### src/rtl/exception_ctrl.sv
// Exception/interrupt sequencer: prioritises traps, ERET and synchronized interrupts,
// strobes CP0 for one cycle, then redirects the PC while stalling fetch/decode.
module exception_ctrl (
  input  logic        clk,
  input  logic        rst,
  input  logic        syscall,
  input  logic        brk,
  input  logic        teq_trap,
  input  logic        eret_in,
  input  logic [31:0] pc_in,
  input  logic [5:0]  irq,
  input  logic [31:0] status_in,
  input  logic [31:0] exc_addr_in,
  output logic        exception,
  output logic [4:0]  cause,
  output logic [31:0] epc,
  output logic        eret_out,
  output logic        pc_redirect,
  output logic [31:0] redirect_addr,
  output logic        stall,
  output logic [5:0]  pending,
  output logic [2:0]  irq_id
);

  typedef enum logic [1:0] {IDLE, SIGNAL, REDIRECT, ERET} state_t;

  localparam logic [4:0] CAUSE_INT = 5'b00000;
  localparam logic [4:0] CAUSE_SYS = 5'b01000;
  localparam logic [4:0] CAUSE_BRK = 5'b01001;
  localparam logic [4:0] CAUSE_TEQ = 5'b01101;

  state_t      state_q, state_d;
  logic [5:0]  sync1_q, sync1_d, sync2_q, sync2_d, sync3_q, sync3_d;
  logic [5:0]  pending_q, pending_d;
  logic        exception_q, exception_d;
  logic [4:0]  cause_q, cause_d;
  logic [31:0] epc_q, epc_d;
  logic [2:0]  irq_id_q, irq_id_d;
  logic        irq_take_q, irq_take_d;
  logic        eret_out_q, eret_out_d;
  logic        pc_redirect_q, pc_redirect_d;
  logic        stall_q, stall_d;

  logic        gie, take_sys, take_brk, take_teq;
  logic [5:0]  irq_rise, irq_clr, irq_act;
  logic [2:0]  irq_idx;
  logic        unused_status;

  assign unused_status = ^{status_in[31:16], status_in[9:4]};

  always_comb begin
    sync1_d  = irq;
    sync2_d  = sync1_q;
    sync3_d  = sync2_q;
    irq_rise = sync2_q & ~sync3_q;

    // A fresh edge in the clearing cycle wins over the clear.
    irq_clr   = (state_q == SIGNAL && irq_take_q) ? (6'b000001 << irq_id_q) : 6'b000000;
    pending_d = (pending_q & ~irq_clr) | irq_rise;

    gie      = status_in[0];
    take_sys = syscall  & gie & status_in[1];
    take_brk = brk      & gie & status_in[2];
    take_teq = teq_trap & gie & status_in[3];
    irq_act  = pending_q & status_in[15:10] & {6{gie}};

    irq_idx = 3'd0;
    for (int i = 5; i >= 0; i--) begin
      if (irq_act[i]) irq_idx = 3'(i);
    end

    state_d       = state_q;
    exception_d   = 1'b0;
    cause_d       = 5'd0;
    epc_d         = 32'd0;
    irq_id_d      = 3'd0;
    irq_take_d    = 1'b0;
    eret_out_d    = 1'b0;
    pc_redirect_d = 1'b0;

    case (state_q)
      IDLE: begin
        if (take_sys || take_brk || take_teq) begin
          state_d     = SIGNAL;
          exception_d = 1'b1;
          epc_d       = pc_in;
          cause_d     = take_sys ? CAUSE_SYS : (take_brk ? CAUSE_BRK : CAUSE_TEQ);
        end else if (eret_in) begin
          state_d       = ERET;
          eret_out_d    = 1'b1;
          pc_redirect_d = 1'b1;
        end else if (|irq_act) begin
          state_d     = SIGNAL;
          exception_d = 1'b1;
          epc_d       = pc_in;
          cause_d     = CAUSE_INT;
          irq_id_d    = irq_idx;
          irq_take_d  = 1'b1;
        end
      end
      SIGNAL: begin
        state_d       = REDIRECT;
        pc_redirect_d = 1'b1;
      end
      REDIRECT: state_d = IDLE;
      ERET:     state_d = IDLE;
      default:  state_d = IDLE;
    endcase

    stall_d = (state_d != IDLE);
  end

  always_ff @(posedge clk or posedge rst) begin
    if (rst) begin
      state_q       <= IDLE;
      sync1_q       <= '0;
      sync2_q       <= '0;
      sync3_q       <= '0;
      pending_q     <= '0;
      exception_q   <= 1'b0;
      cause_q       <= '0;
      epc_q         <= '0;
      irq_id_q      <= '0;
      irq_take_q    <= 1'b0;
      eret_out_q    <= 1'b0;
      pc_redirect_q <= 1'b0;
      stall_q       <= 1'b0;
    end else begin
      state_q       <= state_d;
      sync1_q       <= sync1_d;
      sync2_q       <= sync2_d;
      sync3_q       <= sync3_d;
      pending_q     <= pending_d;
      exception_q   <= exception_d;
      cause_q       <= cause_d;
      epc_q         <= epc_d;
      irq_id_q      <= irq_id_d;
      irq_take_q    <= irq_take_d;
      eret_out_q    <= eret_out_d;
      pc_redirect_q <= pc_redirect_d;
      stall_q       <= stall_d;
    end
  end

  assign exception     = exception_q;
  assign cause         = cause_q;
  assign epc           = epc_q;
  assign irq_id        = irq_id_q;
  assign eret_out      = eret_out_q;
  assign pc_redirect   = pc_redirect_q;
  assign redirect_addr = pc_redirect_q ? exc_addr_in : 32'd0;
  assign stall         = stall_q;
  assign pending       = pending_q;

endmodule

### config.mk
export PLATFORM = sky130hd
export DESIGN_NAME = exception_ctrl
export DESIGN_NICKNAME = d
export VERILOG_FILES = /design/src/rtl/exception_ctrl.sv
export SDC_FILE = /design/constraint.sdc
export NUM_CORES = 1
export LEC_CHECK = 0
export CORE_MARGIN = 10
export CORE_UTILIZATION = 31
export DETAILED_ROUTE_END_ITERATION = 6
export PLACE_DENSITY = 0.8
export SYNTH_ARGS = -nofsm -noshare
export SYNTH_HDL_FRONTEND = slang
export SYNTH_SLANG_ARGS = --single-unit
export TNS_END_PERCENT = 10
### constraint.sdc
create_clock -name clk -period 2.4 [get_ports clk]
set_clock_uncertainty 0.1 [all_clocks]
set_input_delay 0.48 -clock clk [delete_from_list [all_inputs] [get_ports clk]]
set_output_delay 0.48 -clock clk [all_outputs]
set_load 0.005 [all_outputs]
==> impl_metrics.toml <==
[setup_path]
end_kind = "output port"
cp-start-kind = "flop"
cp_cell_sequence = "and2_1 -> clkdlybuf4s50_1"
cp.arrival_ns = 1.66
path_class = "flop to output port"
cp_slowest_stage_delay_ns = 0.58
worstPathRequired_ns = 1.82
crit_slowest_cell = "dfrtp_2"
cp_max_fo = 33

[detailed_routing]
vias_per_cell = 4.408
avgRoutedWirePerCell_um = 17.06
drc = 0
routed_wl_mm = 8.325
vias = 2151
drt-initial-drc-count = 33
antenna_left = 0
first_pass_iters = 4

[yosys]
synth_edf_count = 0
yosysSeqAreaShare_pct = 65.90
ys_types = 34
yosys_warnings = 0
ys_seq_elements = 69
synth_top_flop_cell = "dfrtp_1"
avgSynthCellArea_um2 = 12.97
async_flop_share_pct = 100.0
syn_area_um2 = 2620
syn_inst = 202

[pwr]
pwr-share-seq_pct = 39.6
clkPwrFrac_pct = 26.5
power_switching_share_pct = 27.02
p_int_w = 0.002666
pwr-share-comb_pct = 33.9
ir_drop_v = 0.0004319
p_switching_w = 0.0009873
powerDensity_nw_per_um2 = 791.4
p_leak_nw = 2.021

[cts]
path_clk_slew_ns = 0.08
cts_buffers = 9
ctsHoldBuffers = 0
cts_root_buffer = "clkbuf_8"
clk_latency_ns = 0.34
htreeDepth = 3
cts.sinks = 69
cts_tree = "yes"
cts.path.max_buffers = 2

[die]
core-area_um2 = 8217
start_util_pct = 31.89
fp.dieW_um = 111.9
die_y_um = 111.9
io_pins = 190
die_area_um2 = 12530
num_rows = 33

[final_layout]
finalCoreUtilization_pct = 56.19
final_common_cell = "clkdlybuf4s50_1"
nNetsFinal = 486
mostFrequentLayoutCells = "clkdlybuf4s50_1 (165), dfrtp_1 (68), and2_1 (39)"
nFillCells = 685
area_delta_synth_final_pct = 76.22
insertedDiodeCount = 0
drive_above_1_share_pct = 14.10

[global_route]
grt_pass1_wl_mm = 12.85
grt_pass1_vias = 2254
grt_max_degree = 37
antenna_found_initial = 0
globalRouteTotalUtil_pct = 12.92
overflow = 0

[sta]
post-route-min-period_ns = 2.242
hold_viol = 0
setup_viol = 0
finalCritPeriodShare_pct = 93.43
grt_setup_unrepaired = "no"
clock.fmax_mhz = 446.0
finalSetupTns_ns = 0
drv_slew = 0

[run_status]
status = "completed"

[placement]
routabilityCongestion = 0.8565
portBuffers = 165
post-dp-hpwl_mm = 6.866

[worst_hold_path]
hold_class = "flop to flop"

[flow_run]
cap_viol_max_count = 0
[routing by layer]
metal	wire [um]	part of all wire (%)	GRT usage (%)	up-vias
li1	-	-	-	1002
met1	3138	38	13.55	1002
met2	4125	50	21.95	140
met3	996	12	7.407	7
met4	65	0.78	3.046	0
met5	0	0	0	-
[worst paths after layout]
path	cells past startpoint	endpoint	slack [ns]	startpoint
max	2	redirect_addr[31]	0.16	pc_redirect$_DFF_PP0_
min	0	sync2_q[1]$_DFF_PP0_	0.25	sync1_q[1]$_DFF_PP0_
max reg2reg	5	epc[1]$_DFF_PP0_	0.61	state_q[0]$_DFF_PP0_
min reg2reg	0	sync2_q[1]$_DFF_PP0_	0.25	sync1_q[1]$_DFF_PP0_
max in group asynchronous	3	pc_redirect$_DFF_PP0_	1.41	rst
min in group asynchronous	3	epc[18]$_DFF_PP0_	0.45	rst
[per-stage QoR]
step           hold slack [ns]  instances  total power [W]  instance area [um^2]  worst slack (ns)
6_report                0.2511        488         0.003654                  4617            0.1577
5_1_grt                 0.2598        488         0.003877                  4617           0.03414
4_1_cts                 0.2535        488         0.003712                  4617            0.1249
3_5_place_dp            0.2364        472         0.002737                  4412           0.05709
3_3_place_gp            0.2329        472         0.002707                  4412           0.07379
2_1_floorplan           0.2312        203         0.001915                  2624           0.08014
[layout make-up]
cell class / count / area, um^2 / share of cell area, %
sequential: 69 / 1728 / 37.43
tap: 105 / 131.4 / 2.846
multi-input combinational: 115 / 795.8 / 17.24
timing repair buffer: 172 / 1717 / 37.18
clock buffer: 9 / 123.9 / 2.683
inverter: 11 / 41.29 / 0.8943
clock inverter: 7 / 80.08 / 1.734
[worst max-delay path, delay by kind of cell, from the launching register on]
kind | cells | cell delay (ns)
DFF | 1 | 0.58
buffers and inverters | 1 | 0.51
and+or+nand+nor | 1 | 0.22
[power by group through the flow]
stage	sequential, W	clock [W]	combinational, W
2_1_floorplan	0.00144	0	0.000476
3_3_place_gp	0.00146	0	0.00125
3_5_place_dp	0.00147	0	0.00127
4_1_cts	0.00145	0.000994	0.00127
5_1_grt	0.00148	0.00106	0.00134
6_report	0.00145	0.000969	0.00124
[cell usage after synthesis, types with 2 or more instances]
| master | number | share of area [%] |
|---|---|---|
| o21ai_0 | 9 | 1.7 |
| and2_2 | 3 | 0.86 |
| inv_1 | 11 | 1.6 |
| nand2b_1 | 3 | 0.72 |
| nor2_1 | 2 | 0.29 |
| and2_4 | 22 | 7.4 |
| a22oi_1 | 4 | 1.1 |
| and2_1 | 39 | 9.3 |
| nor3_1 | 3 | 0.57 |
| a21oi_1 | 4 | 0.76 |
| clkbuf_1 | 3 | 0.43 |
| buf_4 | 2 | 0.57 |
| dfrtp_1 | 69 | 66 |
| nand2_1 | 6 | 0.86 |
| buf_6 | 3 | 1.3 |
[repair_timing]
item,CTS,global route
gates resized for setup,1,0
endpoints found under the setup margin,32,0
setup buffers,0,0
[registers in the layout, indices dropped and copies added (netlist names)]
register     count
irq_id           3
stall            1
pending          6
irq_take_q       1
epc             32
state_q          2
sync2_q          6
pc_redirect      1
cause            3
exception        1
sync1_q          6
eret_out         1
sync3_q          6
[cells by family (layout without fill, tap and decap cells)]
family / count (synthesis) / after routing / synth area share, %
flip-flops: 69 / 69 / 65.90
AO/OA/AOI/OAI: 27 / 27 / 7.450
buffers and inverters: 19 / 199 / 3.868
other: 1 / 2 / 0.1431
AND/OR/NAND/NOR: 86 / 86 / 22.64
(Power assumes the default switching activity.)
==> variant 1, RTL diff (same settings) <==
Reset style: synchronous (`rst`), changed in one clocked block.
--- a/src/rtl/exception_ctrl.sv
+++ b/src/rtl/exception_ctrl.sv
@@ -111,5 +111,5 @@
   end
 
-  always_ff @(posedge clk or posedge rst) begin
+  always_ff @(posedge clk) begin
     if (rst) begin
       state_q       <= IDLE;
Behaviour: differs if rst is asserted again (counterexample within 4 cycles, from zero or initial values and one cycle with rst high); with rst held inactive, the same outputs for 10 cycles.
==> variant 1 against the unedited design <==
Area after synthesis shrank 11%. Count of clock-buffer cells in the layout grew 2. Cell area shrank 6.6%. Non-clock buffer count shrank 2. Setup slack gained 0.069 ns. Routed wire length shrank 4.0%. Sequential cell count is the same. Critical endpoint is now redirect_addr[25]. Largest cell class is now buffers.
Power is not compared: it rests on default switching activity, and its combinational part moved more than twofold at a synthesized area within 25%.
==> variant 1: results (changes against the unedited design) <==
vias: 2163  # +0.56%
synthTopCellsByArea: "dfxtp_1 (59%), nor2b_1 (15%), and2_1 (8.5%)"
irDropWorstVdd_v: 0.000376
fill_cells: 629  # -8.2%
dp_hpwl_mm: 6.76  # -1.5%
antenna_found_initial: 0  # unchanged
wl_per_cell_um: 15.9  # -6.9%
cts_buffers: 9  # unchanged
hold_class: "flop to flop"
hold_depth: 1  # +1
yosys-top-cells-count: "dfxtp_1 (69), nor2b_1 (55), and2_1 (32), a21oi_1 (8), nand2_1 (8)"
clk_latency_ns: 0.32  # -0.02 ns
post_cts.repair.setup_buffers: 0  # unchanged
num_antenna_cells: 0  # unchanged
status: "complete, no violations"
cts-root-buf: "clkbuf_8"
path_max_fanout: 1  # -97%
place.port_buffers: 165  # unchanged
final_nets: 507  # +4.3%
grt_pass1_wl_mm: 12.1  # -6.1%
p_int_mw: 2.03
cts_resized: 0  # -1
clk_pin_slew_worst_paths_ns: 0.07
yosysWarningCount: 0  # unchanged
async_flop_share: 0  # -1.00
largest_reg_flops: 32  # unchanged
grt_max_degree: 34  # -8.1%
firstDrtPassIters: 4  # unchanged
arrival_ns: 1.59  # -0.07 ns
cts_max_level: 3  # unchanged
cts_max_path_buffers: 2  # unchanged
synth_cell_types: 28  # -18%
worst_pin_slew_ns: 0.633
drt_iter0_drc: 100  # +200%
p_leak_nw: 1.62
globalplace.congestion: 0.903  # +5.4%
reg2reg_depth: 5  # unchanged
drive_above_1_share: 0.0545  # -0.0865
grt_use_total: 0.136  # +0.00729
ys_seq_area_frac: 0.589  # -0.0696
[variant 1: final cells by class]
class | count | share of cell area
multi-input combinational | 146 | 0.205
sequential | 69 | 0.320
clock buffer | 11 | 0.0351
clock inverter | 5 | 0.0136
tap | 99 | 0.0287
inverter | 3 | 0.00261
timing repair buffer | 170 | 0.395
[variant 1: power groups by stage]
stage,logic [mW],clock network [mW],registers [mW]
after CTS,0.439,0.992,1.22
after global routing,0.469,1.05,1.23
after global placement,0.431,0,1.25
final,0.431,0.953,1.22
after floorplan,0.124,0,1.25
after detailed placement,0.438,0,1.25
[variant 1: cell families (layout without fill, tap and decap cells)]
logic type | count (synthesis) | in the layout | share of synthesized area
buffers and inverters | 14 | 189 | 0.0352
DFF | 69 | 69 | 0.589
and+or+nand+nor | 123 | 123 | 0.313
AOI/OAI and AO/OA | 21 | 21 | 0.0603
other | 1 | 2 | 0.00160
[variant 1: worst paths after layout]
check                         from                     to  slack (ns)
max                exc_addr_in[25]      redirect_addr[25]        0.23
min          sync1_q[2]$_SDFF_PP0_  sync2_q[2]$_SDFF_PP0_        0.34
min reg2reg  sync1_q[2]$_SDFF_PP0_  sync2_q[2]$_SDFF_PP0_        0.34
max reg2reg  state_q[0]$_SDFF_PP0_      epc[9]$_SDFF_PP0_        0.81
[variant 1: per-layer routing]
| metal | track usage | vias to the layer above | wire, um |
|---|---|---|---|
| li1 | - | 1069 | - |
| met1 | 0.130 | 965 | 2890 |
| met2 | 0.248 | 116 | 4160 |
| met3 | 0.0701 | 13 | 803 |
| met4 | 0.0464 | 0 | 136 |
| met5 | 0 | - | 0 |
[variant 1: critical path, stage by stage]
cell             delay [ns]
clkdlybuf4s50_1        0.46
and2_1                 0.13
clkdlybuf4s50_1        0.52
[variant 1: through the flow]
step	utilization	instance area [sq um]	std cells	power [mW]	setup WS [ns]
finish	0.591	4310	503	2.61	0.227
global route	0.591	4310	503	2.74	0.103
CTS	0.591	4310	503	2.65	0.181
detailed placement	0.562	4100	487	1.69	0.0609
global placement	0.562	4100	487	1.68	0.0586
floorplan	-	2350	229	1.37	0.526
==> variant 2, RTL diff (config.mk and constraints unchanged) <==
Made on the original files. The 4 states of `state_t` get a one-hot encoding in 4 bits.
--- a/src/rtl/exception_ctrl.sv
+++ b/src/rtl/exception_ctrl.sv
@@ -23,5 +23,5 @@
 );
 
-  typedef enum logic [1:0] {IDLE, SIGNAL, REDIRECT, ERET} state_t;
+  typedef enum logic [3:0] {IDLE = 4'b0001, SIGNAL = 4'b0010, REDIRECT = 4'b0100, ERET = 4'b1000} state_t;
 
   localparam logic [4:0] CAUSE_INT = 5'b00000;
Behaviour: no difference found for any inputs over 10 cycles, from zero or initial values and one cycle with rst high; not proved beyond that.
==> variant 2 against the unedited design <==
Sequential share of layout area grew 0.57 points. Core utilization grew 0.48 points. Via count grew 0.70%. Area after synthesis grew 1.0%. Maximum frequency grew 2.9%. Setup slack gained 0.062 ns. Total power grew 8.9%. Routed wire length shrank 1.1%. Cell area grew 1.4%. Die area grew 0.82%. Sequential cell count grew 2. Largest power group unchanged.
==> variant 2: results (changes against the unedited design) <==
status: "complete, no violations"
r2r_end: "irq_id[0]$_DFF_PP0_"
viasPerCell: 4.41  # about the same
irDropWorstVdd_v: 0.000595  # +38%
placed_cells: 475  # +0.64%
dr_wl_met3_um: 859  # -14%
crit_start: "exc_addr_in[28]"
synth_cells: 208  # +3.0%
firstDrtPassIters: 2  # -2
ys_seq_area_frac: 0.672  # +0.0128
yosys-top-cells-count: "dfrtp_1 (70), and2_1 (32), nor2b_1 (32), inv_1 (11), o21ai_0 (10)"
synthTopCellsByArea: "dfrtp_1 (66%), and2_1 (7.6%), nor2b_1 (7.6%)"
drive_above_1_share: 0.0829  # -0.0581
globalplace.congestion: 0.903  # +5.4%
grt_use_total: 0.128  # -0.00140
hp-start: "sync1_q[5]$_DFF_PP0_"
endpoint: "redirect_addr[28]"
fill_cells: 688  # +0.44%
met1Wirelength_mm: 3.12  # -0.70%
grt_max_degree: 72  # +95%
arrival_ns: 1.60  # -0.06 ns
first_global_vias: 2343  # +3.9%
critPathMaxStageDelay_ns: 0.50  # -0.08 ns
p_leak_nw: 1.99  # -1.3%
grt_pass1_wl_mm: 12.8  # -0.11%
reg2reg_depth: 4  # -1
cp_top_family: "buffers and inverters"
critPathSlowestCell: "clkdlybuf4s50_1"
==> variant 2: final cells by class <==
type	count	share of cell area
Clock buffer	11	0.0302
Timing Repair Buffer	169	0.362
Multi-Input combinational cell	119	0.169
Inverter	11	0.00882
Tap cell	105	0.0281
Clock inverter	5	0.0222
Sequential cell	71	0.380
==> variant 2: logic make-up (layout without fill, tap and decap cells) <==
group,Yosys count,count (layout),share of synthesized area
other,1,2,0.00142
and+or+nand+nor,91,91,0.219
DFF,71,71,0.672
buffers and inverters,19,196,0.0312
AOI/OAI and AO/OA,26,26,0.0766
==> variant 2: through the flow <==
| step | hold slack (ns) | setup slack [ns] | utilization |
|---|---|---|---|
| finish | 0.249 | 0.220 | 0.567 |
| global route | 0.261 | 0.104 | 0.567 |
| CTS | 0.251 | 0.167 | 0.567 |
| detailed placement | 0.235 | 0.145 | 0.537 |
| global placement | 0.234 | 0.197 | 0.537 |
| floorplan | 0.231 | 0.0251 | - |
==> variant 2: where the power goes <==
part | switching [mW] | internal, mW | leakage, nW
Clock | 0.432 | 0.721 | 0.124
Combinational | 0.515 | 0.836 | 0.976
Sequential | 0.0728 | 1.40 | 0.895
==> variant 2: how the worst min path moves through the flow <==
stage	cells past startpoint	to	slack, ns
after floorplan	0	sync2_q[0]$_DFF_PP0_	0.23
after global placement	0	sync2_q[1]$_DFF_PP0_	0.23
after detailed placement	0	sync2_q[0]$_DFF_PP0_	0.23
after CTS	0	sync2_q[5]$_DFF_PP0_	0.25
after global routing	0	sync2_q[2]$_DFF_PP0_	0.26
final	0	sync2_q[5]$_DFF_PP0_	0.25
==> variant 2: per-layer routing <==
layer	vias up	global-route usage
met5	-	0
li1	1014	-
met1	1028	0.131
met3	7	0.0719
met2	117	0.222
met4	0	0.0279
